===== src/rtl/master_slave_sink.sv =====
// -----------------------------------------------------------------------------
// master_slave_sink
//
// Receiving end of a master/slave link. Samples arriving on the unhandshaked
// s_in/s_in_sync port are summed over a window of DEPTH samples. The window
// sum is then offered on a blocking notify/sync output port. The control is a
// two-section machine: section_a collects samples and section_b emits the sum.
//
// Parameters
//   DEPTH         samples per window, legal range 1..255
//
// Ports
//   clk           clock, all state updates on the rising edge
//   rst           asynchronous active-high reset
//   s_in          [31:0] signed sample from the master
//   s_in_sync     s_in carries a new sample this cycle
//   b_out_sig     [31:0] window sum offered to the consumer (registered)
//   b_out_notify  b_out_sig valid, held until accepted (registered)
//   b_out_sync    consumer ready; transfer when notify && sync
//   drop_cnt      [7:0] saturating count of samples discarded while emitting
//   section_out   current section, 0 = collect, 1 = emit (debug only)
// -----------------------------------------------------------------------------
module master_slave_sink #(
  parameter int DEPTH = 4
) (
  input  logic        clk,
  input  logic        rst,
  input  logic [31:0] s_in,
  input  logic        s_in_sync,
  output logic [31:0] b_out_sig,
  output logic        b_out_notify,
  input  logic        b_out_sync,
  output logic [7:0]  drop_cnt,
  output logic        section_out
);

  localparam int CW = $clog2(DEPTH + 1);
  // Count value at which the incoming sample is the last one of the window.
  localparam logic [CW-1:0] LAST_CNT = CW'(DEPTH - 1);

  typedef enum logic {
    SECTION_A = 1'b0,  // collect
    SECTION_B = 1'b1   // emit
  } section_t;

  section_t        section_q, section_d;
  logic [31:0]     acc_q, acc_d;
  logic [CW-1:0]   cnt_q, cnt_d;
  logic [31:0]     sig_q, sig_d;
  logic            notify_q, notify_d;
  logic [7:0]      drop_q, drop_d;

  always_ff @(posedge clk or posedge rst) begin
    if (rst) begin
      section_q <= SECTION_A;
      acc_q     <= '0;
      cnt_q     <= '0;
      sig_q     <= '0;
      notify_q  <= 1'b0;
      drop_q    <= '0;
    end else begin
      section_q <= section_d;
      acc_q     <= acc_d;
      cnt_q     <= cnt_d;
      sig_q     <= sig_d;
      notify_q  <= notify_d;
      drop_q    <= drop_d;
    end
  end

  always_comb begin
    section_d = section_q;
    acc_d     = acc_q;
    cnt_d     = cnt_q;
    sig_d     = sig_q;
    notify_d  = notify_q;
    drop_d    = drop_q;

    case (section_q)
      SECTION_A: begin
        // b_out_sync has no meaning while collecting.
        if (s_in_sync) begin
          if (cnt_q == LAST_CNT) begin
            sig_d     = acc_q + s_in;
            notify_d  = 1'b1;
            acc_d     = '0;
            cnt_d     = '0;
            section_d = SECTION_B;
          end else begin
            acc_d = acc_q + s_in;
            cnt_d = cnt_q + CW'(1);
          end
        end
      end

      SECTION_B: begin
        if (b_out_sync) begin
          notify_d  = 1'b0;
          section_d = SECTION_A;
          // A sample arriving on the handshake cycle is kept: it opens the
          // next window. With a one-sample window it is already a complete
          // window, so the output reloads and the emit section is retained.
          if (s_in_sync) begin
            if (LAST_CNT == '0) begin
              sig_d     = s_in;
              notify_d  = 1'b1;
              section_d = SECTION_B;
            end else begin
              acc_d = s_in;
              cnt_d = CW'(1);
            end
          end
        end else if (s_in_sync && (drop_q != 8'hFF)) begin
          drop_d = drop_q + 8'd1;
        end
      end

      default: begin
        section_d = SECTION_A;
      end
    endcase
  end

  assign b_out_sig    = sig_q;
  assign b_out_notify = notify_q;
  assign drop_cnt     = drop_q;
  assign section_out  = (section_q == SECTION_B);

endmodule


===== config.mk =====
export PLATFORM = sky130hd
export DESIGN_NAME = master_slave_sink
export DESIGN_NICKNAME = d
export VERILOG_FILES = /design/src/rtl/master_slave_sink.sv
export SDC_FILE = /design/constraint.sdc
export NUM_CORES = 1
export LEC_CHECK = 0
export BUFFER_PORTS_ARGS = -buffer_cell sky130_fd_sc_hd__buf_4
export CAP_MARGIN = 20
export CORE_ASPECT_RATIO = 1.4
export CORE_MARGIN = 8
export CORE_UTILIZATION = 40
export CTS_CLUSTER_DIAMETER = 80
export DETAILED_ROUTE_END_ITERATION = 16
export GPL_ROUTABILITY_DRIVEN = 0
export PLACE_DENSITY_LB_ADDON = 0.15
export SLEW_MARGIN = 25
export SYNTH_ARGS = -nofsm -noshare
export SYNTH_HDL_FRONTEND = slang
export SYNTH_SLANG_ARGS = --single-unit

===== constraint.sdc =====
create_clock -name clk -period 6.3 [get_ports clk]
set_clock_uncertainty 0.05 [all_clocks]
set_input_delay 0.315 -clock clk [delete_from_list [all_inputs] [get_ports clk]]
set_output_delay 0.315 -clock clk [all_outputs]
set_load 0.02 [all_outputs]

==> results list, run 1 <==
- Of the total power, registers draw 26.5%.
- Worst EP arrival: 3400 ps
- Counting every instance in the synthesized netlist gives 519.
* Post-place instance area: 5418 µm²
* Status: completed
- Setup violations remaining at the end of the flow were counted as 0.
* Area Growth Syn to Fin: 22.47%
- Post-Route Setup TNS: 0 ps
* Ys async rst share: 100.0%
* Worst path top cell family by delay: compound AO/OA/AOI/OAI gates
- Reg2Reg Setup Slack: 3060 ps
- Reg2Reg Depth: 11
- Across the run, the number of max-cap violations was 0.
- Dominant combinational cell family by area after synthesis: compound AO/OA/AOI/OAI gates
- Worst Setup Start Kind: register
- 78 I/O pins were placed.
- The initial antenna violation count is 0.
- Complex-gate fraction of the synthesized area: 22.45%
- Data required time of the worst path: 6450 ps
- After detailed routing, the number of remaining DRC violations is 0.
- The internal power of the cells totals 1821 µW.
- CTS built an H-tree with a depth of 3.
- For this design the static power due to leakage is 0.002750 µW.
- The via count of the first global-routing pass was 4264.
- Clock Sinks: 77
- The worst-case IR drop observed on VDD is 197.0 µV.
- Count of cells resized by post-cts repair: 0
- Crit. End Element: register
- For this run, the top clock speed supported by timing is 308.3 MHz.
- The worst register-to-register path begins at acc_q[0]$_DFFE_PP0P_.
- Post-Place Worst Slack: 2981 ps
- Pwr Density: 555.5 nW/µm²
- In the final layout, the share of cells above drive strength 1 is 19.63%.
- Worst-path maximum fanout: 4
- The synthesized netlist devotes 6.905% of its cell area to XOR and XNOR gates.
- After legalization and detailed placement, the total HPWL measured 9144 µm.
- Maximum cell stage delay along the critical path: 520 ps
* Drt pass-1 iters: 5
* Wire length of the first global-routing pass: 20920 µm
* Violation count after the first detailed-route iteration: 132
- Net switching is 42.98% of the power.
- Synthesis instantiated 50 different standard cells from the library.
- Worst slew margin: 37.10%
- Register clock-pin slew on the reported worst setup and hold paths: 60 ps
- Cell breakdown of the critical path: ha_1 -> fa_1 -> a21oi_1 -> o221ai_1 -> a2111oi_2 -> or3_4 -> a21o_4 -> a21oi_4 -> a211o_1 -> xnor2_1 -> o22ai_1
* Die Area: 15500 µm²
- Final hold analysis gives a worst-case slack of 80.81 ps.
- 0 antenna diodes ended up in the layout.
* Post-route minimum period: 3243 ps
- The share of total power dissipated in the clock network is 18.0%.
* Antenna viol nets, final: 0
* Final number of max-transition violations: 0
- At the pin with the least slew margin, the transition time is 940.0 ps.
- The synthesized netlist devotes 9.224% of its cell area to adder and majority cells.
* Mean number of vias per cell: 5.463
- Critical path's slowest cell: sky130_fd_sc_hd__a2111oi_2
- The tree is rooted in a sky130_fd_sc_hd__clkbuf_16.
* Buffers inserted by post-CTS timing repair: 0
- Setup repair after global routing left no endpoint under its margin.
- The net count of the finished layout is 661.
- Maximum number of pins on one net before global-route repair: 78
- Number of failing hold endpoints at the final stage: 0
- Maximum buffer depth of the clock tree: 2
- After global routing the overflow that remains totals 0.
- Number of buffer and inverter stages on the critical path: 0
- Min setup slack post-route: 3057 ps
* Core Footprint: 11640 µm²
- The die is 144.2 µm tall.
- Clock buffers created by TritonCTS: 9
- Post-synthesis register bit count: 77
- TritonCTS built the clock tree.
- Die X-Extent: 107.5 µm
- The synthesized netlist occupies a cell area of 4693 µm².
- Count of vias placed by the detailed router: 4059
* HP Class: input pin to async pin
- The floorplan has 47 rows.
- The final critical path takes up 51.48% of the cycle.
- RR Endpoint: acc_q[28]$_DFFE_PP0P_
- Routed wire per std cell: 16.94 µm
- Each instance of the synthesized netlist takes up on average 9.043 µm².
- Port buffering added 77 buffers.
* Sw power: 1372 µW
* Critical setup path kind: register to register
* Simple-gate portion of the synthesized area: 14.93%
- In the global route stage, overall resource usage came out at 16.95%.
- Synthesized net count: 589
* Initial standard-cell utilization of the core: 40.31%
- The final layout contains routed wiring with a total length of 12590 µm.
* Synth Warn #: 0
- Counting flops with a built-in enable in the synthesized netlist gives 0.
- Clock latency on the worst-skew pair, taken at its later pin, is 340 ps.
- Portion of total power attributed to combinational logic: 55.5%
* Ys flop type: sky130_fd_sc_hd__dfrtp_1
- CTS Hold Buffers Added: 0
- The portion of synthesized area spent on multiplexers is 2.639%.
- Once layout is done, the placed cells without fillers occupy 5748 µm².
* Fraction of the yosys area taken by sequential cells: 41.06%
tightest hold or removal path: stages:
cell,delay (ps)
sky130_fd_sc_hd__buf_4,110
sky130_fd_sc_hd__clkinv_2,40
sky130_fd_sc_hd__buf_6,510
worst max path at each step:
stage	cells after the start	from	slack (ps)	endpoint
2_1_floorplan	11	acc_q[0]$_DFFE_PP0P_	3440	acc_q[28]$_DFFE_PP0P_
3_3_place_gp	12	s_in[0]	3060	acc_q[28]$_DFFE_PP0P_
3_5_place_dp	12	s_in[0]	2980	acc_q[28]$_DFFE_PP0P_
4_1_cts	11	acc_q[0]$_DFFE_PP0P_	3030	acc_q[28]$_DFFE_PP0P_
5_1_grt	11	acc_q[0]$_DFFE_PP0P_	2840	acc_q[28]$_DFFE_PP0P_
6_report	11	acc_q[0]$_DFFE_PP0P_	3060	acc_q[28]$_DFFE_PP0P_
cell families (layout without fill, tap and decap cells):
group	Yosys count	after routing
AND/OR/NAND/NOR	158	158
adder cells (fa/ha/maj)	34	34
flip-flops	77	77
buffers and inverters	35	112
multiplexers	11	11
AO/OA/AOI/OAI	167	167
XOR/XNOR	37	37
Yosys cell counts (2+ instances only):
library cell               instances  area, µm²
sky130_fd_sc_hd__dfrtp_1          77       1927
sky130_fd_sc_hd__nand2_1          70      262.8
sky130_fd_sc_hd__nor2_1           45      168.9
sky130_fd_sc_hd__a21oi_1          43      215.2
sky130_fd_sc_hd__o21ai_0          38      190.2
sky130_fd_sc_hd__ha_1             33      412.9
sky130_fd_sc_hd__xnor2_1          24      210.2
sky130_fd_sc_hd__clkbuf_1         20      75.07
sky130_fd_sc_hd__o21ai_1          15      75.07
sky130_fd_sc_hd__inv_1            14      52.55
sky130_fd_sc_hd__xor2_1           13      113.9
sky130_fd_sc_hd__a21o_1           11      82.58
sky130_fd_sc_hd__mux2_2           11      123.9
sky130_fd_sc_hd__a22oi_1          10      75.07
sky130_fd_sc_hd__and3_1           10      62.56
sky130_fd_sc_hd__nand3_1           9      45.04
sky130_fd_sc_hd__a221oi_1          8      70.07
sky130_fd_sc_hd__o21a_1            8      60.06
sky130_fd_sc_hd__nor2b_1           6      37.54
sky130_fd_sc_hd__o22ai_1           6      37.54
sky130_fd_sc_hd__o211ai_1          5      37.54
sky130_fd_sc_hd__a31oi_1           4      25.02
sky130_fd_sc_hd__nor3_1            4      20.02
sky130_fd_sc_hd__nand2b_1          3      18.77
sky130_fd_sc_hd__o21bai_1          3      22.52
sky130_fd_sc_hd__a211o_1           2      17.52
sky130_fd_sc_hd__a311oi_1          2      17.52
sky130_fd_sc_hd__nand4_1           2      12.51
sky130_fd_sc_hd__o2111a_1          2      22.52
stage by stage:
| step | std cells | utilization [%] | power [µW] |
|---|---|---|---|
| finish | 743 | 49.37 | 3193 |
| global route | 743 | 49.37 | 3458 |
| CTS | 743 | 49.33 | 3222 |
| detailed placement | 727 | 46.53 | 2631 |
| global placement | 727 | 46.53 | 2593 |
| floorplan | 519 | - | 2113 |
final cells by class:
| cell class | instances | area (µm²) |
|---|---|---|
| fillers | 1128 | 5896 |
| well taps | 147 | 183.9 |
| clock buffers | 12 | 256.5 |
| clock inverters | 4 | 70.07 |
| flip-flops and latches | 77 | 1927 |
| multi-input cells | 407 | 2638 |
| repair buffers | 82 | 619.3 |
| inverters | 14 | 53.80 |
power by group through the flow:
| stage | logic, µW | clock network (µW) | registers (µW) |
|---|---|---|---|
| 2_1_floorplan | 1150 | 0 | 962 |
| 3_3_place_gp | 1750 | 0 | 846 |
| 6_report | 1770 | 574 | 846 |
| 4_1_cts | 1790 | 584 | 850 |
| 5_1_grt | 1970 | 605 | 878 |
| 3_5_place_dp | 1770 | 0 | 857 |
routing by layer:
metal / up-vias / global-route usage (%) / share of wire [%]
li1: 2001 / - / -
met1: 1969 / 19.08 / 42
met2: 76 / 30.47 / 53
met3: 13 / 3.791 / 4.3
met4: 0 / 5.792 / 1.4
met5: - / 0 / 0
cells in the final DEF (no fill, tap or decap), types with 3 or more instances in the layout:
cell and n:
sky130_fd_sc_hd__a21o_1 11, sky130_fd_sc_hd__a21oi_1 43, sky130_fd_sc_hd__a221oi_1 8, sky130_fd_sc_hd__a22oi_1 10, sky130_fd_sc_hd__a31oi_1 4, sky130_fd_sc_hd__and3_1 10, sky130_fd_sc_hd__buf_4 81, sky130_fd_sc_hd__clkbuf_16 9
sky130_fd_sc_hd__clkinv_2 3, sky130_fd_sc_hd__dfrtp_1 77, sky130_fd_sc_hd__ha_1 33, sky130_fd_sc_hd__inv_1 13, sky130_fd_sc_hd__mux2_2 11, sky130_fd_sc_hd__nand2_1 69, sky130_fd_sc_hd__nand2b_1 3, sky130_fd_sc_hd__nand3_1 9
sky130_fd_sc_hd__nor2_1 45, sky130_fd_sc_hd__nor2b_1 6, sky130_fd_sc_hd__nor3_1 4, sky130_fd_sc_hd__o211ai_1 5, sky130_fd_sc_hd__o21a_1 8, sky130_fd_sc_hd__o21ai_0 38, sky130_fd_sc_hd__o21ai_1 15, sky130_fd_sc_hd__o21bai_1 3
sky130_fd_sc_hd__o22ai_1 6, sky130_fd_sc_hd__xnor2_1 24, sky130_fd_sc_hd__xor2_1 13
flip-flops by register name, indices dropped and copies added, names as in the netlist:
name / cells
acc_q: 32
b_out_sig: 32
drop_cnt: 8
cnt_q: 3
b_out_notify: 1
section_out: 1
(Power assumes the default switching activity.)
==> inputs of run 2 (changes only) <==
==> constraint.sdc (replaced) <==
create_clock -name clk -period 2.7 [get_ports clk]
set_clock_uncertainty 0.05 [all_clocks]
set_input_delay 0.135 -clock clk [delete_from_list [all_inputs] [get_ports clk]]
set_output_delay 0.135 -clock clk [all_outputs]
set_load 0.02 [all_outputs]
==> results list, run 2 (same netlist as run 1, synthesis figures left out) <==
* DRC violations left: 0 (unchanged)
- The share of cells above drive strength 1 came to 27.52% (+7.9 points).
- HPWL after DPL: 9568 µm (+4.6%)
- Maximum cell stage delay along the critical path: 380 ps (-140 ps)
- The number of detailed-route iterations in the first pass was 4 (-1).
- The worst hold path was traced through 3 stages.
* Maximum buffer depth of the clock tree: 2 (unchanged)
* Grt met3 use: 3.657% (-0.13 points)
- Overall routed net length: 13250 µm (+5.2%)
- The number of clock sinks seen by CTS came to 77 (unchanged).
- The number of nets with antenna violations after detailed routing came to 0 (unchanged).
* Final design instance area without fill: 6329 µm² (+10%)
* Crit path top cell by count: sky130_fd_sc_hd__a21oi_4
* Worst slew margin: 56.98% (+20 points)
- The filler cell count in the final layout is 1063 (-5.8%).
- Leading cell type in the layout, fill and taps excluded: sky130_fd_sc_hd__buf_4
- Relative to the synthesized area, the layout overhead comes to 34.84%.
* Clock Latency Late Sink: 340 ps (about the same)
* Count of maximum capacitance violations: 0 (unchanged)
* Congestion Overflow GR: 0 (unchanged)
- Number of failing hold endpoints at the final stage: 0 (unchanged)
- The cell row count came to 47 (unchanged).
* Reg2Reg Depth: 11 (unchanged)
* Storage cell area: 1927 µm² (unchanged)
- Clock buffers created by TritonCTS: 9 (unchanged)
* Violation count after the first detailed-route iteration: 143 (+8.3%)
- The critical path goes through ha_2 -> fa_2 -> a21oi_4 -> o221ai_4 -> a2111oi_4 -> or3_4 -> a21o_4 -> a21oi_4 -> a211o_1 -> xnor2_2 -> o22ai_1.
* Critical setup path kind: register to register
* Final net count: 702 (+6.2%)
- Slew at the pin with the worst max-slew slack: 643.7 ps (-296.3 ps)
- Initial standard-cell utilization of the core: 40.31% (unchanged)
* Post-route minimum period: 2686 ps (-556.9 ps)
- On the critical path, the stage with the largest delay is an instance of sky130_fd_sc_hd__dfrtp_1.
- The core outline area was 11640 µm² (unchanged).
* Worst EP arrival: 2830 ps (-570 ps)
* Routed wire per std cell: 16.92 µm (-0.14%)
- Top-Level Pins: 78 (unchanged)
* TritonCTS clock tree: done
- The worst setup path is captured at a register.
* Static Leak: 0.002959 µW (+7.6%)
- The power density over cell area is 1287 nW/µm² (+130%).
* Largest voltage drop on the vdd net: 551.4 µV (+180%)
- HP Class: input pin to register
* Number of antenna violations at the first check in global routing: 0 (unchanged)
- The via count came to 4233 (+4.3%).
* Final clock period utilization by the worst path: 99.49% (+48 points)
- Worst-path maximum fanout: 2 (-2)
- Cell at the root of the clock tree: sky130_fd_sc_hd__clkbuf_16
* Critical path depth in cells: 11 (unchanged)
* Total power: 8145 µW (+160%)
- Via count of the first global-routing pass: 4333 (+1.6%)
- The worst path required time came to 2850 ps (-3600 ps).
- Die X-Extent: 107.5 µm (unchanged)
* Max Fclk: 372.3 MHz (+21%)
- On the critical path the largest part of the delay comes from compound AO/OA/AOI/OAI gates.
- Final count of negative-setup-slack endpoints: 0 (unchanged)
- The all-layer global routing usage came to 17.40% (+0.46 points).
* Wire length of the first global-routing pass: 21490 µm (+2.7%)
* Worst Setup Start Kind: register
- The number of diodes added for antenna fixing was 0 (unchanged).
- Maximum number of pins on one net before global-route repair: 78 (unchanged)
- Htree depth: 3 (unchanged)
- Post-Route Setup TNS: 0 ps (unchanged)
- Final number of max-transition violations: 0 (unchanged)
- The met2 usage in global routing is 30.60% (+0.13 points).
- The area of the die came to 15500 µm² (unchanged).
* GR met1 Demand/Resource: 20.23% (+1.1 points)
- The clock-pin slew on the worst setup and hold paths was 60 ps (about the same).
- GRT Max-Usage Layer: met2
- The run finished with clean final reports.
- The combined buffer and inverter count along the critical path came to 0 (unchanged).
* Mean number of vias per cell: 5.406 (-1.0%)
- The area of the multi-input gates came to 2863 µm² (+8.5%).
- Top library cells by usage in the layout, fill and taps aside: sky130_fd_sc_hd__buf_4, sky130_fd_sc_hd__dfrtp_1, sky130_fd_sc_hd__nand2_1, sky130_fd_sc_hd__nor2_1, sky130_fd_sc_hd__a21oi_1
- The cell area after placement is 5649 µm² (+4.3%).
- Die outline height: 144.2 µm (unchanged)
* RSZ-0062 raised after global routing: true
- The count of buffers inserted at the top-level ports came to 77 (unchanged).
[run 2: cell types whose count changed in the layout (fill, tap and decap cells not counted), moves of 3 or more]
| cell | delta |
|---|---|
| sky130_fd_sc_hd__buf_4 | +29 |
| sky130_fd_sc_hd__dlygate4sd3_1 | +10 |
| sky130_fd_sc_hd__ha_1 | -9 |
| sky130_fd_sc_hd__ha_4 | +7 |
| sky130_fd_sc_hd__a21oi_1 | -5 |
| sky130_fd_sc_hd__a21oi_2 | +3 |
| sky130_fd_sc_hd__buf_12 | +3 |
[run 2: worst min-delay path, cell delays in order]
cell,delay (ps)
sky130_fd_sc_hd__buf_4,90
sky130_fd_sc_hd__a221oi_1,70
sky130_fd_sc_hd__nor2_1,80
[run 2: per-stage QoR]
| step | hold slack, ps | setup slack (ps) | cells | utilization, % |
|---|---|---|---|---|
| floorplan | 196.7 | 15.05 | 519 | - |
| global placement | 212.3 | -67.39 | 752 | 48.52 |
| detailed placement | 225.9 | -150.8 | 752 | 48.52 |
| CTS | 13.72 | -88.01 | 780 | 52.76 |
| global route | 37.71 | -132.3 | 783 | 54.35 |
| finish | 25.89 | 13.65 | 783 | 54.35 |
[run 2: path summary, 6_finish.rpt]
| kind | end | slack (ps) | from |
|---|---|---|---|
| setup reg to reg | acc_q[28]$_DFFE_PP0P_ | 10 | acc_q[0]$_DFFE_PP0P_ |
| min in group asynchronous | b_out_notify$_DFFE_PP0P_ | 370 | rst |
| setup / recovery | acc_q[28]$_DFFE_PP0P_ | 10 | acc_q[0]$_DFFE_PP0P_ |
| hold reg to reg | b_out_sig[8]$_DFFE_PP0P_ | 430 | b_out_sig[8]$_DFFE_PP0P_ |
| hold / removal | acc_q[15]$_DFFE_PP0P_ | 30 | s_in[15] |
| max in group asynchronous | b_out_sig[14]$_DFFE_PP0P_ | 1860 | rst |
[run 2: final cells by class]
class / instances / share of cell area (%)
clock inverter: 4 / 1.147
inverter: 14 / 0.8501
timing repair buffer: 123 / 15.58
multi-input combinational: 407 / 45.24
clock buffer: 11 / 3.836
sequential: 77 / 30.45
tap: 147 / 2.906
[run 2: routing by layer]
layer	share of wire [%]	wire length, µm
met1	42	5520
met2	52	6926
met3	4.4	589
met4	1.6	210
met5	0	0
[run 2: power by group]
part / switching, µW / total (µW) / internal, µW
sequential: 320 / 1990 / 1670
combinational: 2660 / 4850 / 2190
clock: 476 / 1300 / 828
total: 3450 / 8140 / 4690
[run 2: repair_timing]
action | 4_1_cts | 5_1_grt
resized for setup | 10 | 22
endpoints found under the setup margin | 19 | 28
setup buffers | 3 | 4
cloned | 0 | 0
hold buffers | 10 | 0
endpoints found under the hold margin | 86 | 0
pin swaps | 16 | 14
==> inputs of run 3 (changes only) <==
--- a/config.mk
+++ b/config.mk
@@ -9,7 +9,7 @@
 export CAP_MARGIN = 20
 export CORE_ASPECT_RATIO = 1.4
 export CORE_MARGIN = 8
-export CORE_UTILIZATION = 40
+export CORE_UTILIZATION = 35
 export CTS_CLUSTER_DIAMETER = 80
 export DETAILED_ROUTE_END_ITERATION = 16
 export GPL_ROUTABILITY_DRIVEN = 0
==> results list, run 3 (same netlist as run 1, synthesis figures left out) <==
- Static Leak: 0.002998 µW (+1.3%)
* Overall routed net length: 13600 µm (+2.7%)
- Routed wire per std cell: 16.51 µm (-2.4%)
- STA classifies the critical path endpoint as a register.
- The number of clock sinks seen by CTS came to 77 (unchanged).
- The worst setup path is of the register to register kind.
- Antenna viol nets, final: 0 (unchanged)
* Max Fclk: 373.0 MHz (+0.20%)
- Proportion of power drawn by the clock network: 14.8% (-1.2 points)
- Count of filler cells inserted in the layout: 1302 (+22%)
* TritonCTS clock tree: done
- The core outline area came to 13260 µm² (+14%).
- The power share of the combinational group is 60.7% (+1.2 points).
- IO buf count: 77 (unchanged)
- The relative max-transition margin was 53.10% (-3.9 points).
- The part of the total power dissipated in sequential elements is 24.5% (about the same).
- Congestion Overflow GR: 0 (unchanged)
- From synthesis to final layout, the design area changed by 37.08%.
- Initial standard-cell utilization of the core: 35.39% (-4.9 points)
* Number of failing hold endpoints at the final stage: 0 (unchanged)
- Overall track demand over capacity in global routing: 15.96% (-1.4 points)
* Final clock period utilization by the worst path: 99.30% (-0.19 points)
- Clock Latency Late Sink: 340 ps (about the same)
* Final number of max-transition violations: 0 (unchanged)
- RSZ-0062 raised after global routing: true
- Worst R2R Start: acc_q[0]$_DFFE_PP0P_
- The path class of the tightest hold or removal check is input pin to register.
* Post-place instance area: 5713 µm² (+1.1%)
* Ant. Diodes: 0 (unchanged)
- The share of cells above drive strength 1 came to 30.69% (+3.2 points).
- Final Core Density: 48.51% (-5.8 points)
- The critical path starts at acc_q[0]$_DFFE_PP0P_.
* Post-Place Worst Slack: -109.8 ps (+41.05 ps)
- Filler-free cell count of the finished design: 824 (+5.2%)
- The worst hold path begins at s_in[19].
* Dpl cells: 793 (+5.5%)
- The maximum buffer depth of the clock tree is 2 (unchanged).
- The clock-pin slew on the worst setup and hold paths was 60 ps (about the same).
- Met1 wire length: 5448 µm (-1.3%)
- The run finished with clean final reports.
- The wire length of the first global-routing pass is 22350 µm (+4.0%).
- The shortest clock period the worst path allows after layout was 2681 ps (-5.245 ps).
- In the layout the commonest cells are sky130_fd_sc_hd__buf_4, sky130_fd_sc_hd__dfrtp_1, sky130_fd_sc_hd__nand2_1, sky130_fd_sc_hd__nor2_1, sky130_fd_sc_hd__a21oi_1.
* Count of maximum capacitance violations: 0 (unchanged)
- Number of antenna violations at the first check in global routing: 0 (unchanged)
* Final design instance area without fill: 6434 µm² (+1.7%)
- The via count of the first global-routing pass came to 4573 (+5.5%).
- Total met2 wirelength after detailed routing: 7163 µm (+3.4%)
- Violation count after the first detailed-route iteration: 146 (+2.1%)
- The worst path required time came to 2910 ps (+60 ps).
* Routed length on met3: 661 µm (+12%)
* Largest voltage drop on the vdd net: 442.7 µV (-20%)
* Post-Route Setup TNS: 0 ps (unchanged)
- Storage cell area: 1927 µm² (unchanged)
- Die Area: 17420 µm² (+12%)
- Net Sw Frac: 43.49% (+1.1 points)
- Drt pass-1 iters: 4 (unchanged)
* Cell at the root of the clock tree: sky130_fd_sc_hd__clkbuf_16
- The area of the multi-input gates came to 2932 µm² (+2.4%).
- The via count came to 4264 (+0.73%).
- Htree depth: 3 (unchanged)
* Die outline height: 153.0 µm (+6.1%)
* Cell Rows: 50 (+6.4%)
- Pint: 4602 µW (-1.9%)
- Worst EP arrival: 2890 ps (+60 ps)
- The post-detailed-route via-to-cell ratio is 5.175 (-4.3%).
- The final-report setup violation count came to 0 (unchanged).
* Clock buffers created by TritonCTS: 9 (unchanged)
- Sw power: 3542 µW (+2.6%)
- The HPWL reported at the end of detailed placement came to 10110 µm (+5.6%).
* Worst-path maximum fanout: 2 (unchanged)
* Slew at the pin with the worst max-slew slack: 702.7 ps (+58.97 ps)
- Pwr Density: 1266 nW/µm² (-1.7%)
- The worst setup path is launched from a register.
- The highest metal layer carrying signal wires in the routed design is met4.
- Final net count: 708 (+0.85%)
* Min setup slack post-route: 18.90 ps (+5.245 ps)
* Maximum number of pins on one net before global-route repair: 40 (-49%)
* Top-Level Pins: 78 (unchanged)
* Leading cell type in the layout, fill and taps excluded: sky130_fd_sc_hd__buf_4
- The die outline width is 113.9 µm (+5.9%).
- DRC violations left: 0 (unchanged)
[run 3: cell count changes in the layout (fill, tap and decap cells not counted), sizes merged]
cell / before / now
buf: 113 / 120
bufinv: 2 / 1
clkbuf: 11 / 9
clkinvlp: 1 / 4
dlygate4sd3: 10 / 9
[run 3: power groups by stage]
| stage | Combinational, µW | Sequential [µW] | Clock [µW] |
|---|---|---|---|
| detailed placement | 4500 | 2000 | 0 |
| global route | 5460 | 2070 | 1280 |
| floorplan | 2690 | 2240 | 0 |
| global placement | 4440 | 1990 | 0 |
| CTS | 4640 | 1990 | 1240 |
| finish | 4940 | 2000 | 1210 |
[run 3: area by class of cell]
type,count,share of cell area (%)
multi-input combinational,407,45.57
clock buffer,9,3.501
clock inverter,6,1.011
inverter,14,0.8363
timing repair buffer,129,15.60
tap,182,3.539
sequential,77,29.95
[run 3: repair_timing]
item | CTS | global route
pin swaps | 6 | 42
resized for setup | 11 | 36
hold endpoints to repair | 46 | 0
hold buffers | 9 | 0
endpoints found under the setup margin | 17 | 26
setup buffers | 1 | 8
cloned | 0 | 0
[run 3: critical path: stages (launching register included)]
cell and delay [ps]:
sky130_fd_sc_hd__dfrtp_1 380, sky130_fd_sc_hd__ha_2 190, sky130_fd_sc_hd__fa_2 350, sky130_fd_sc_hd__a21oi_2 170
sky130_fd_sc_hd__o221ai_2 150, sky130_fd_sc_hd__a2111oi_4 360, sky130_fd_sc_hd__or3_4 200, sky130_fd_sc_hd__a21o_4 130
sky130_fd_sc_hd__a21oi_4 50, sky130_fd_sc_hd__a211o_1 290, sky130_fd_sc_hd__xnor2_2 150, sky130_fd_sc_hd__o22ai_1 150
[run 3: worst paths after layout]
path,slack [ps],end,cells after the start
worst max-delay path,20,acc_q[28]$_DFFE_PP0P_,11
worst min-delay path,8,acc_q[19]$_DFFE_PP0P_,3
worst max register to register,20,acc_q[28]$_DFFE_PP0P_,11
worst min register to register,430,b_out_sig[6]$_DFFE_PP0P_,2
max in group asynchronous,1550,acc_q[13]$_DFFE_PP0P_,4
min in group asynchronous,400,b_out_notify$_DFFE_PP0P_,3
[run 3: layer usage]
layer	track usage, %	up-vias
met5	0	-
met4	6.429	0
met3	3.707	27
met2	29.23	91
met1	17.02	2047
li1	-	2099
[run 3: metrics by stage]
stage | hold slack (ps) | total power, µW
2_1_floorplan | 196.7 | 4939
3_3_place_gp | 218.7 | 6421
3_5_place_dp | 226.4 | 6498
4_1_cts | 8.240 | 7866
5_1_grt | 20.77 | 8811
6_report | 8.269 | 8143
